**src/rtl/uart_rx_fifo.sv**
```systemverilog
// uart_rx_fifo: 16x oversampled UART receiver with majority-vote sampling,
// per-word parity/framing flags and a show-ahead receive FIFO.
module uart_rx_fifo #(
    parameter int unsigned CLK_HZ     = 1_000_000,
    parameter int unsigned BAUD       = 9600,
    parameter int unsigned DATA_BITS  = 8,
    parameter int unsigned PARITY     = 0,
    parameter int unsigned STOP_BITS  = 1,
    parameter int unsigned FIFO_DEPTH = 8
) (
    input  logic                 i_clk,
    input  logic                 i_rst,
    input  logic                 i_Rx,
    output logic [DATA_BITS-1:0] o_Data,
    output logic                 o_Valid,
    input  logic                 i_Ready,
    output logic                 o_ParityErr,
    output logic                 o_FrameErr,
    output logic                 o_Overrun,
    output logic                 o_Busy
);

    localparam int unsigned TICK_DIV = CLK_HZ / (BAUD * 16);
    localparam int unsigned TW       = (TICK_DIV > 1) ? $clog2(TICK_DIV) : 1;
    localparam int unsigned AW       = $clog2(FIFO_DEPTH);
    localparam int unsigned PW       = AW + 1;
    localparam int unsigned WW       = DATA_BITS + 2;
    localparam int unsigned BCW      = 4;

    typedef enum logic [2:0] {
        S_IDLE,
        S_START,
        S_DATA,
        S_PARITY,
        S_STOP,
        S_BREAK
    } state_e;

    // ------------------------------------------------------------------
    // Input synchroniser and edge history
    // ------------------------------------------------------------------
    logic rx_meta_q;
    logic rx_sync_q;
    logic rx_prev_q;

    // Two-flop synchroniser plus one stage of history for falling-edge detect.
    always_ff @(posedge i_clk or posedge i_rst) begin
        if (i_rst) begin
            rx_meta_q <= 1'b1;
            rx_sync_q <= 1'b1;
            rx_prev_q <= 1'b1;
        end else begin
            rx_meta_q <= i_Rx;
            rx_sync_q <= rx_meta_q;
            rx_prev_q <= rx_sync_q;
        end
    end

    // ------------------------------------------------------------------
    // Free-running 16x oversampling tick
    // ------------------------------------------------------------------
    logic [TW-1:0] tick_cnt_q;
    logic          tick_c;

    assign tick_c = (tick_cnt_q == TW'(TICK_DIV - 1));

    // Wrapping divider; never re-phased to the incoming frame.
    always_ff @(posedge i_clk or posedge i_rst) begin
        if (i_rst) begin
            tick_cnt_q <= '0;
        end else if (tick_c) begin
            tick_cnt_q <= '0;
        end else begin
            tick_cnt_q <= tick_cnt_q + TW'(1);
        end
    end

    // ------------------------------------------------------------------
    // Receiver FSM state
    // ------------------------------------------------------------------
    state_e                 state_q, state_d;
    logic [3:0]             s_q, s_d;
    logic [BCW-1:0]         bit_cnt_q, bit_cnt_d;
    logic                   stop_cnt_q, stop_cnt_d;
    logic [DATA_BITS-1:0]   shift_q, shift_d;
    logic                   perr_q, perr_d;
    logic                   ferr_q, ferr_d;
    logic [1:0]             samp_q;
    logic                   maj_c;
    logic                   bit_mid_c;
    logic                   bit_end_c;
    logic                   push_c;
    logic [WW-1:0]          push_word_c;

    assign bit_mid_c = tick_c && (s_q == 4'd9);
    assign bit_end_c = tick_c && (s_q == 4'd15);
    assign maj_c     = (samp_q[0] & samp_q[1]) | (samp_q[0] & rx_sync_q) | (samp_q[1] & rx_sync_q);

    // Capture the s = 7 and s = 8 samples; the s = 9 sample is taken live in maj_c.
    always_ff @(posedge i_clk or posedge i_rst) begin
        if (i_rst) begin
            samp_q <= 2'b11;
        end else if (tick_c && (s_q == 4'd7)) begin
            samp_q[0] <= rx_sync_q;
        end else if (tick_c && (s_q == 4'd8)) begin
            samp_q[1] <= rx_sync_q;
        end
    end

    // FSM state and frame registers.
    always_ff @(posedge i_clk or posedge i_rst) begin
        if (i_rst) begin
            state_q    <= S_IDLE;
            s_q        <= '0;
            bit_cnt_q  <= '0;
            stop_cnt_q <= 1'b0;
            shift_q    <= '0;
            perr_q     <= 1'b0;
            ferr_q     <= 1'b0;
        end else begin
            state_q    <= state_d;
            s_q        <= s_d;
            bit_cnt_q  <= bit_cnt_d;
            stop_cnt_q <= stop_cnt_d;
            shift_q    <= shift_d;
            perr_q     <= perr_d;
            ferr_q     <= ferr_d;
        end
    end

    // Next-state logic: bit values resolve at s = 9, bits end at s = 15.
    always_comb begin
        state_d    = state_q;
        s_d        = s_q;
        bit_cnt_d  = bit_cnt_q;
        stop_cnt_d = stop_cnt_q;
        shift_d    = shift_q;
        perr_d     = perr_q;
        ferr_d     = ferr_q;
        push_c     = 1'b0;

        if (tick_c) begin
            s_d = s_q + 4'd1;
        end

        case (state_q)
            S_IDLE: begin
                s_d = '0;
                if (rx_prev_q && !rx_sync_q) begin
                    state_d    = S_START;
                    bit_cnt_d  = '0;
                    stop_cnt_d = 1'b0;
                    perr_d     = 1'b0;
                    ferr_d     = 1'b0;
                end
            end
            S_START: begin
                if (bit_mid_c && maj_c) begin
                    state_d = S_IDLE;
                end else if (bit_end_c) begin
                    state_d   = S_DATA;
                    bit_cnt_d = '0;
                end
            end
            S_DATA: begin
                if (bit_mid_c) begin
                    shift_d = {maj_c, shift_q[DATA_BITS-1:1]};
                end
                if (bit_end_c) begin
                    if (bit_cnt_q == BCW'(DATA_BITS - 1)) begin
                        state_d    = (PARITY != 0) ? S_PARITY : S_STOP;
                        stop_cnt_d = 1'b0;
                    end else begin
                        bit_cnt_d = bit_cnt_q + BCW'(1);
                    end
                end
            end
            S_PARITY: begin
                // Mismatch when data+parity ones count disagrees with the configured sense.
                if (bit_mid_c) begin
                    perr_d = maj_c ^ (^shift_q) ^ (PARITY == 1);
                end
                if (bit_end_c) begin
                    state_d    = S_STOP;
                    stop_cnt_d = 1'b0;
                end
            end
            S_STOP: begin
                if (bit_mid_c) begin
                    if (!maj_c) begin
                        ferr_d = 1'b1;
                    end
                    // Push mid final stop bit so a back-to-back start edge is never missed.
                    if (stop_cnt_q == 1'(STOP_BITS - 1)) begin
                        push_c  = 1'b1;
                        state_d = rx_sync_q ? S_IDLE : S_BREAK;
                    end
                end else if (bit_end_c) begin
                    stop_cnt_d = stop_cnt_q + 1'b1;
                end
            end
            S_BREAK: begin
                if (rx_sync_q) begin
                    state_d = S_IDLE;
                end
            end
            default: begin
                state_d = S_IDLE;
            end
        endcase

        push_word_c = {ferr_d, perr_d, shift_q};
    end

    // ------------------------------------------------------------------
    // Receive FIFO
    // ------------------------------------------------------------------
    logic [WW-1:0] mem_q [FIFO_DEPTH];
    logic [PW-1:0] wptr_q, wptr_d;
    logic [PW-1:0] rptr_q, rptr_d;
    logic          valid_q;
    logic          overrun_q;
    logic          busy_q;
    logic          empty_c;
    logic          full_c;
    logic          pop_c;
    logic          wr_c;
    logic          drop_c;

    assign empty_c = (wptr_q == rptr_q);
    assign full_c  = (wptr_q[PW-1] != rptr_q[PW-1]) && (wptr_q[AW-1:0] == rptr_q[AW-1:0]);
    assign pop_c   = valid_q && i_Ready;
    assign wr_c    = push_c && (!full_c || pop_c);
    assign drop_c  = push_c && full_c && !pop_c;

    // Pointer updates; a simultaneous pop frees the slot a full-FIFO push needs.
    always_comb begin
        wptr_d = wptr_q;
        rptr_d = rptr_q;
        if (wr_c) begin
            wptr_d = wptr_q + PW'(1);
        end
        if (pop_c && !empty_c) begin
            rptr_d = rptr_q + PW'(1);
        end
    end

    // Storage array, cleared on reset so the head reads zero.
    always_ff @(posedge i_clk or posedge i_rst) begin
        if (i_rst) begin
            for (int i = 0; i < int'(FIFO_DEPTH); i++) begin
                mem_q[i] <= '0;
            end
        end else if (wr_c) begin
            mem_q[wptr_q[AW-1:0]] <= push_word_c;
        end
    end

    // Pointers and registered status outputs.
    always_ff @(posedge i_clk or posedge i_rst) begin
        if (i_rst) begin
            wptr_q    <= '0;
            rptr_q    <= '0;
            valid_q   <= 1'b0;
            overrun_q <= 1'b0;
            busy_q    <= 1'b0;
        end else begin
            wptr_q    <= wptr_d;
            rptr_q    <= rptr_d;
            valid_q   <= (wptr_d != rptr_d);
            overrun_q <= drop_c;
            busy_q    <= (state_d != S_IDLE);
        end
    end

    assign {o_FrameErr, o_ParityErr, o_Data} = mem_q[rptr_q[AW-1:0]];
    assign o_Valid   = valid_q;
    assign o_Overrun = overrun_q;
    assign o_Busy    = busy_q;

endmodule

```
**config.mk**
```make
export PLATFORM = sky130hd
export DESIGN_NAME = uart_rx_fifo
export DESIGN_NICKNAME = d
export VERILOG_FILES = /design/src/rtl/uart_rx_fifo.sv
export SDC_FILE = /design/constraint.sdc
export NUM_CORES = 1
export LEC_CHECK = 0
export BUFFER_PORTS_ARGS = -buffer_cell sky130_fd_sc_hd__buf_2
export CAP_MARGIN = 20
export CORE_ASPECT_RATIO = 1.4
export CORE_MARGIN = 4
export CORE_UTILIZATION = 57
export CTS_CLUSTER_SIZE = 40
export DETAILED_ROUTE_END_ITERATION = 7
export GPL_TIMING_DRIVEN = 0
export MAX_ROUTING_LAYER = met4
export PLACE_DENSITY = 0.81
export SETUP_SLACK_MARGIN = 0.4
export SLEW_MARGIN = 40
export SYNTH_ARGS = -nofsm -noshare
export SYNTH_HDL_FRONTEND = slang
export SYNTH_SLANG_ARGS = --single-unit
```
**constraint.sdc**
```tcl
create_clock -name i_clk -period 7.7 [get_ports i_clk]
set_input_delay 0.385 -clock i_clk [delete_from_list [all_inputs] [get_ports i_clk]]
set_output_delay 0.385 -clock i_clk [all_outputs]
set_load 0.03 [all_outputs]
```
==> results of run 1 <==
-- registers in the layout, summed over array words and instances (netlist names) --
name	cells
samp_q	2
shift_q	8
o_Overrun	1
state_q	3
rptr_q	4
tick_cnt_q	3
rx_prev_q	1
s_q	4
o_Busy	1
stop_cnt_q	1
wptr_q	4
mem_q	80
rx_meta_q	1
perr_q	1
bit_cnt_q	4
ferr_q	1
o_Valid	1
rx_sync_q	1
-- worst max-delay path: cells and delay by family, from the launching register on --
kind | cells | cell delay (ns)
mux | 2 | 0.70
buf+inv | 4 | 1.57
flops | 1 | 0.34
-- power breakdown --
part	internal [mW]	total, mW	switching (mW)	leakage (nW)
sequential	0.645	0.653	0.00819	1.64
combinational	0.0159	0.0479	0.0320	1.36
clock	0.575	0.849	0.275	0.315
-- per-stage QoR --
stage / area, µm² / worst slack (ns) / hold WS, ns / cells
after floorplan: 5900 / 4.11 / 0.345 / 440
after global placement: 6150 / 2.92 / 0.346 / 591
after detailed placement: 6190 / 4.40 / 0.347 / 592
after CTS: 6840 / 3.93 / 0.00171 / 624
after global routing: 6840 / 4.19 / 0.0216 / 624
final: 6840 / 4.29 / -0.0211 / 624
-- logic make-up after synthesis --
logic type	Yosys count	share of synthesized area
compound gates	44	0.0509
xor+xnor	25	0.0384
fa+ha+maj	7	0.0144
buf+inv	45	0.0358
flops	121	0.514
mux	116	0.267
simple gates	82	0.0791
-- worst max-delay path by stage --
stage	start	to	cells after the start
CTS	rptr_q[1]$_DFF_PP0_	o_Data[7]	6
global placement	i_rst	mem_q[1]$_DFFE_PP0P_	2
floorplan	i_rst	bit_cnt_q[0]$_DFFE_PP0P_	1
global route	rptr_q[1]$_DFF_PP0_	o_ParityErr	6
detailed placement	rptr_q[1]$_DFF_PP0_	o_Data[7]	6
finish	rptr_q[1]$_DFF_PP0_	o_Data[7]	6
-- metal layers --
metal  routed length (µm)  share of wire  vias up
li1                     -              -     1669
met1                 4700           0.39     1883
met2                 6470           0.53       93
met3                  501          0.041       43
met4                  518          0.042        0
met5                    0              0        -
-- cell usage in the layout (no fill, tap or decap), types with 3 or more instances in the layout --
cell       Yosys  final
dfrtp_1      116    116
mux2_2        72     72
buf_2          7     24
nor2_1        21     21
mux4_2        20     20
clkbuf_16      0     17
clkbuf_1      18     16
xnor2_1       15     15
nand2_1       14     14
mux2_4        14     14
inv_1         13     12
a21oi_1       10     10
o21ai_0       10     10
nand3_1        9      9
nor3_1         9      9
xor2_1         9      9
mux2i_1        6      6
ha_1           6      6
dfstp_2        5      5
mux2_1         4      4
nand2b_1       4      4
o31ai_1        4      4
clkbuf_8       0      4
bufinv_16      0      4
buf_6          3      3
buf_4          3      3
o41ai_1        3      3
clkinv_2       0      3
-- final cells by class --
type | count | area [µm²] | share of cell area
clock inverters | 11 | 168 | 0.0245
multi-input cells | 274 | 2660 | 0.389
well taps | 135 | 169 | 0.0247
clock buffers | 21 | 480 | 0.0702
repair buffers | 17 | 108 | 0.0157
plain buffers | 32 | 166 | 0.0243
inverters | 13 | 56.3 | 0.00823
flip-flops and latches | 121 | 3030 | 0.443
==> results.md, run 1 <==
* Post-Route WL at 12200 µm
* Ys flop type: dfrtp_1
* Worst-path clk slew at 0.06 ns
* Crit path required time at 7.32 ns
* Initial antenna violation count at 0
* Synth Area per Inst at 13.4 µm²
* Max-cap violations at 0
* Post-synthesis sequential area ratio at 0.514
* Count leader, synth: dfrtp_1
* Critical path cell sequence: buf_2 -> clkbuf_2 -> clkbuf_1 -> mux4_2 -> mux2_2 -> buf_2
* Startpoint Class: flop
* Status: complete, but fails checks
* Worst hold path type: in2async
* Antenna-violating nets left at 0
* Post-synthesis async set-or-reset flop share at 1.00
* Via count at 3688
* Initial DRC count at 232
* Final clock skew at 0.00527 ns
* Clock Tree Buf Depth at 2
* Nets at 486
* Setup TNS at 0 ns
* Number of fill cells at 681
* Row count at 43
* Wirelength per Cell at 19.5 µm
* Detailed placement HPWL at 7630 µm
* Mapped Cells at 440
* Post-CTS sizing at 0
* Critical Path Sink Type: output port
* Die Width at 94.0 µm
* Die height at 128 µm
* Synth cell count leaders: dfrtp_1 (116), mux2_2 (72), nor2_1 (21)
* Yosys top cell by area: dfrtp_1
* Cells on worst reg2reg path at 7
* Total grt overflow at 0
* # IOs at 17
* GRT busiest layer: met2
* Final Max Tran Viols at 0
* Layout area overhead at 16.0%
* Synthesized cell area at 0.00590 mm²
* Critical path type: reg2out
* Port bufs at 16
* Crit Path Max Fanout at 10
* Met3 Resource Use GR at 0.0462
* Final period utilization at 0.443
* Seq cells post-synth at 121
* Tot Pwr at 1.55 mW
* Worst slew margin at 0.404
* Post-CTS Setup Inserts at 0
* P per Cell Area at 227 mW/mm²
* Global-route wire length before repair at 20600 µm
* Crit-path max cell delay at 0.71 ns
* Slowest CP cell: clkbuf_1
* Failing checks: negative hold slack
* Final Util at 0.684
* # setup viols final at 0
* Ant. Diodes at 0
* Critical R2R Launch: rptr_q[0]$_DFF_PP0_
* Peak VDD IR at 0.000183 V
* P_leak at 3.31 nW
* Largest net degree at the start of global routing at 66
* Hold_buf cts at 0
* Worst hold slack at -0.0211 ns
* Synth top area share at 0.492
* Vias in the first global route at 4010
* Full die area at 0.0121 mm²
* CTS buffer count at 17
* RSZ-0062 raised after global routing: false
* Initial Util at 0.590
* Placeable Area at 0.0100 mm²
* Synth area leaders: dfrtp_1 (49%), mux2_2 (14%), mux4_2 (7.6%), mux2_4 (3.6%), dfstp_2 (2.2%)
* RePlAce Congestion at 0.890
* Count of cell types in the netlist at 62
* Ys Warns at 0
* CTS H-Tree Depth at 4
* Drt pass-1 iters at 4
* Reg2reg setup slack at 5.03 ns
* Tmin final at 3.41 ns
* Slew @ Worst Pin at 0.894 ns
* Clk sink count at 121
* Fraction of layout cells with a size suffix above 1 at 0.391
* DR DRC count at 0
* Via-per-instance ratio at 5.91
* RR Endpoint: mem_q[20]$_DFFE_PP0P_
* Met2 Track Usage GR at 0.381
* Total GRT Usage at 0.234
* M1 GR Usage at 0.274
* Later-pin clock latency in the skew report at 0.41 ns
* FMAX at 293 MHz
* Syn_nets at 450
* Hold Vio Cnt, Final at 14
* CTS tree: yes
* CTS Root Cell: clkbuf_16
* Post-synth EDFFs at 0
* Worst EP arrival at 3.03 ns
* CP dominant cell by count: buf_2
No activity file was read; power rests on OpenSTA's default activity.
==> run 2: changes to the inputs <==
--- a/config.mk
+++ b/config.mk
@@ -5,6 +5,7 @@
 export SDC_FILE = /design/constraint.sdc
 export NUM_CORES = 1
 export LEC_CHECK = 0
+export ABC_AREA = 1
 export BUFFER_PORTS_ARGS = -buffer_cell sky130_fd_sc_hd__buf_2
 export CAP_MARGIN = 20
 export CORE_ASPECT_RATIO = 1.4
==> constraint.sdc (replaced) <==
create_clock -name i_clk -period 3.15 [get_ports i_clk]
set_input_delay 0.1575 -clock i_clk [delete_from_list [all_inputs] [get_ports i_clk]]
set_output_delay 0.1575 -clock i_clk [all_outputs]
set_load 0.03 [all_outputs]
==> results.md, run 2 <==
* Drt pass-1 iters at 7
* Largest net degree at the start of global routing at 26
* Largest family of logic cells by synthesized area: simple AND/OR/NAND/NOR gates
* Total grt overflow at 0
* Synth Area per Inst at 8.07 µm²
* Most frequent cells in the layout: nand2_1 (197), dfrtp_1 (116), nor2_1 (91), o21ai_0 (61), o21ai_1 (60)
* RePlAce Congestion at 0.954
* Fraction of layout cells with a size suffix above 1 at 0.151
* CTS H-Tree Depth at 4
* Later-pin clock latency in the skew report at 0.42 ns
* Post-synthesis sequential area ratio at 0.501
* Initial DRC count at 437
* Final non-filler cell total at 944
* Hold Vio Cnt, Final at 0
* Slowest CP cell: clkbuf_1
* Top cell family by delay on the critical path: buffers and inverters
* Slew @ Worst Pin at 0.568 ns
* Worst EP arrival at 2.41 ns
* Via count at 5336
* CP Launch Point: rptr_q[0]$_DFF_PP0_
* Post-synthesis xor/xnor area fraction at 0.0130
* Synthesized cell area at 0.00606 mm²
* Mux cell area share after synthesis at 0
* Global-route wire length before repair at 25300 µm
* CTS tree: yes
* Via-per-instance ratio at 5.65
* Placed Cells incl. Taps at 910
* Synth top area share at 0.479
* Nets at 803
* Yosys top cell by area: dfrtp_1
* Ant. Diodes at 0
* RR Endpoint: mem_q[68]$_DFFE_PP0P_
* Most common cell after layout, fill and taps aside: nand2_1
* Setup TNS at 0 ns
* Count of cell types in the netlist at 33
* Count leader, synth: nand2_1
* CTS Root Cell: clkbuf_16
* Total GRT Usage at 0.276
* Synth area leaders: dfrtp_1 (48%), nand2_1 (12%), nor2_1 (5.6%), o21ai_0 (5.0%), o21ai_1 (5.0%)
* Seq cells post-synth at 121
* Hold Path Sink: rptr_q[1]$_DFF_PP0_
* Critical path cell sequence: buf_2 -> inv_2 -> clkbuf_1 -> nor2_1 -> o22ai_1 -> nor2_1 -> a31oi_1 -> buf_2
* Pre-CTS setup slack at 1.06 ns
* Reg2reg setup slack at 1.25 ns
* Largest regs: mem_q x80, shift_q x8
* Post-Route WL at 15200 µm
* # IOs at 17
* Synth cell count leaders: nand2_1 (197), dfrtp_1 (116), nor2_1 (91)
* Final Max Tran Viols at 0
* Final period utilization at 0.815
* Vias in the first global route at 5311
* Antenna-violating nets left at 0
* Startpoint Class: flop
* Cells on worst reg2reg path at 13
* Status: finished, final reports clean
* Adder-Cell Fraction of Synth Area at 0.0124
* Critical path type: reg2out
* Critical R2R Launch: rptr_q[0]$_DFF_PP0_
* Full die area at 0.0124 mm²
* Detailed placement HPWL at 10600 µm
* Buf/Inv on CP at 4
* P_leak at 3.36 nW
* Port bufs at 16
* Worst Hold Depth at 5
* Row count at 44
* Crit path required time at 2.99 ns
* Peak VDD IR at 0.000508 V
* Number of fill cells at 795
* # setup viols final at 0
* Worst slew margin at 0.621
* Post-synthesis async set-or-reset flop share at 1.00
* Mapped Cells at 751
* Placeable Area at 0.0104 mm²
* DP Area at 0.00644 mm²
* FMAX at 390 MHz
* Die height at 130 µm
* Tmin final at 2.57 ns
* Simple-Gate Fraction of Synth Area at 0.240
* Critical Path Sink Type: output port
* Max-cap violations at 0
* DR DRC count at 0
* Ys Warns at 0
* Die Width at 95.1 µm
* Ys flop type: dfrtp_1
* Post-synth EDFFs at 0
* Hold Path Origin: i_Ready
* Final Worst Setup Slack at 0.584 ns
* Initial Util at 0.582
* Synth Area in Compound Gates at 0.150
* P per Cell Area at 752 mW/mm²
* CTS buffer count at 17
* Wirelength per Cell at 16.1 µm
* Final clock skew at 0.00875 ns
* Layout area overhead at 17.0%
* Worst-path clk slew at 0.05 ns
* Crit Path Max Fanout at 10
* Clock Tree Buf Depth at 2
* Design area at 0.00709 mm²
* Initial antenna violation count at 0
* Largest reg by FF count: mem_q
* RSZ-0062 raised after global routing: false
* Number of flip-flops in the largest register at 80
* Crit-path max cell delay at 0.40 ns
* Syn_nets at 761
* Clk sink count at 121
* Worst hold path type: in2reg
## run 2: cell types whose count changed after synthesis, sizes merged, moves of 6 or more
| cell | before | now |
|---|---|---|
| a31oi | 1 | 12 |
| buf | 14 | 20 |
| clkinv | 0 | 7 |
| inv | 13 | 60 |
| mux2 | 90 | 0 |
| mux2i | 6 | 0 |
| mux4 | 20 | 0 |
| nand2 | 14 | 209 |
| nand3 | 9 | 30 |
| nor2 | 21 | 97 |
| o21ai | 11 | 134 |
| o22ai | 0 | 12 |
| xnor2 | 16 | 3 |
## run 2: kinds of logic (layout without fill, tap and decap cells)
family,after synthesis,in the layout
compound gates,165,165
fa+ha+maj,6,6
simple gates,348,348
buf+inv,102,157
flops,121,121
xor+xnor,9,9
## run 2: repair_timing
item / in CTS / in global routing
setup buffers: 0 / 0
resized for setup: 0 / 0
hold endpoints to repair: 21 / 0
hold buffers: 2 / 0
## run 2: worst max path at each step
stage | end | slack, ns | cells after the start
finish | o_ParityErr | 0.58 | 8
global route | o_ParityErr | 0.47 | 8
floorplan | o_Data[0] | 1.34 | 7
detailed placement | o_ParityErr | 1.06 | 8
global placement | mem_q[48]$_DFFE_PP0P_ | 0.81 | 2
CTS | o_ParityErr | 0.62 | 8
## run 2: metal layers
layer  routed length [µm]  track usage  up-vias
li1                     -            -     2505
met1                 6020        0.313     2573
met2                 7790        0.459      212
met3                  831       0.0669       46
met4                  544        0.123        0
met5                    0            -        -
## run 2: worst min-delay path, stage by stage
cell     delay, ns
buf_2         0.10
nand2_1       0.04
inv_1         0.09
nand3_1       0.10
nand2_1       0.10
## run 2: power breakdown
part           internal [mW]  switching [mW]
Sequential              1.62          0.0634
Combinational          0.473            1.14
Clock                   1.33           0.712
## run 2: metrics by stage
step            util  total power [mW]  hold slack [ns]
5_1_grt        0.681              5.57            0.307
3_5_place_dp   0.619              3.28            0.243
4_1_cts        0.681              5.31            0.233
6_report       0.681              5.33            0.237
3_3_place_gp   0.607              3.22            0.265
2_1_floorplan      -              2.81            0.162
## run 2: area by class of cell
class | count | area (µm²) | area share
clock buffers | 22 | 484 | 0.0683
plain buffers | 35 | 256 | 0.0362
multi-input cells | 528 | 2510 | 0.355
inverters | 67 | 255 | 0.0360
repair buffers | 23 | 230 | 0.0325
clock inverters | 10 | 141 | 0.0199
well taps | 138 | 173 | 0.0244
flip-flops and latches | 121 | 3030 | 0.428
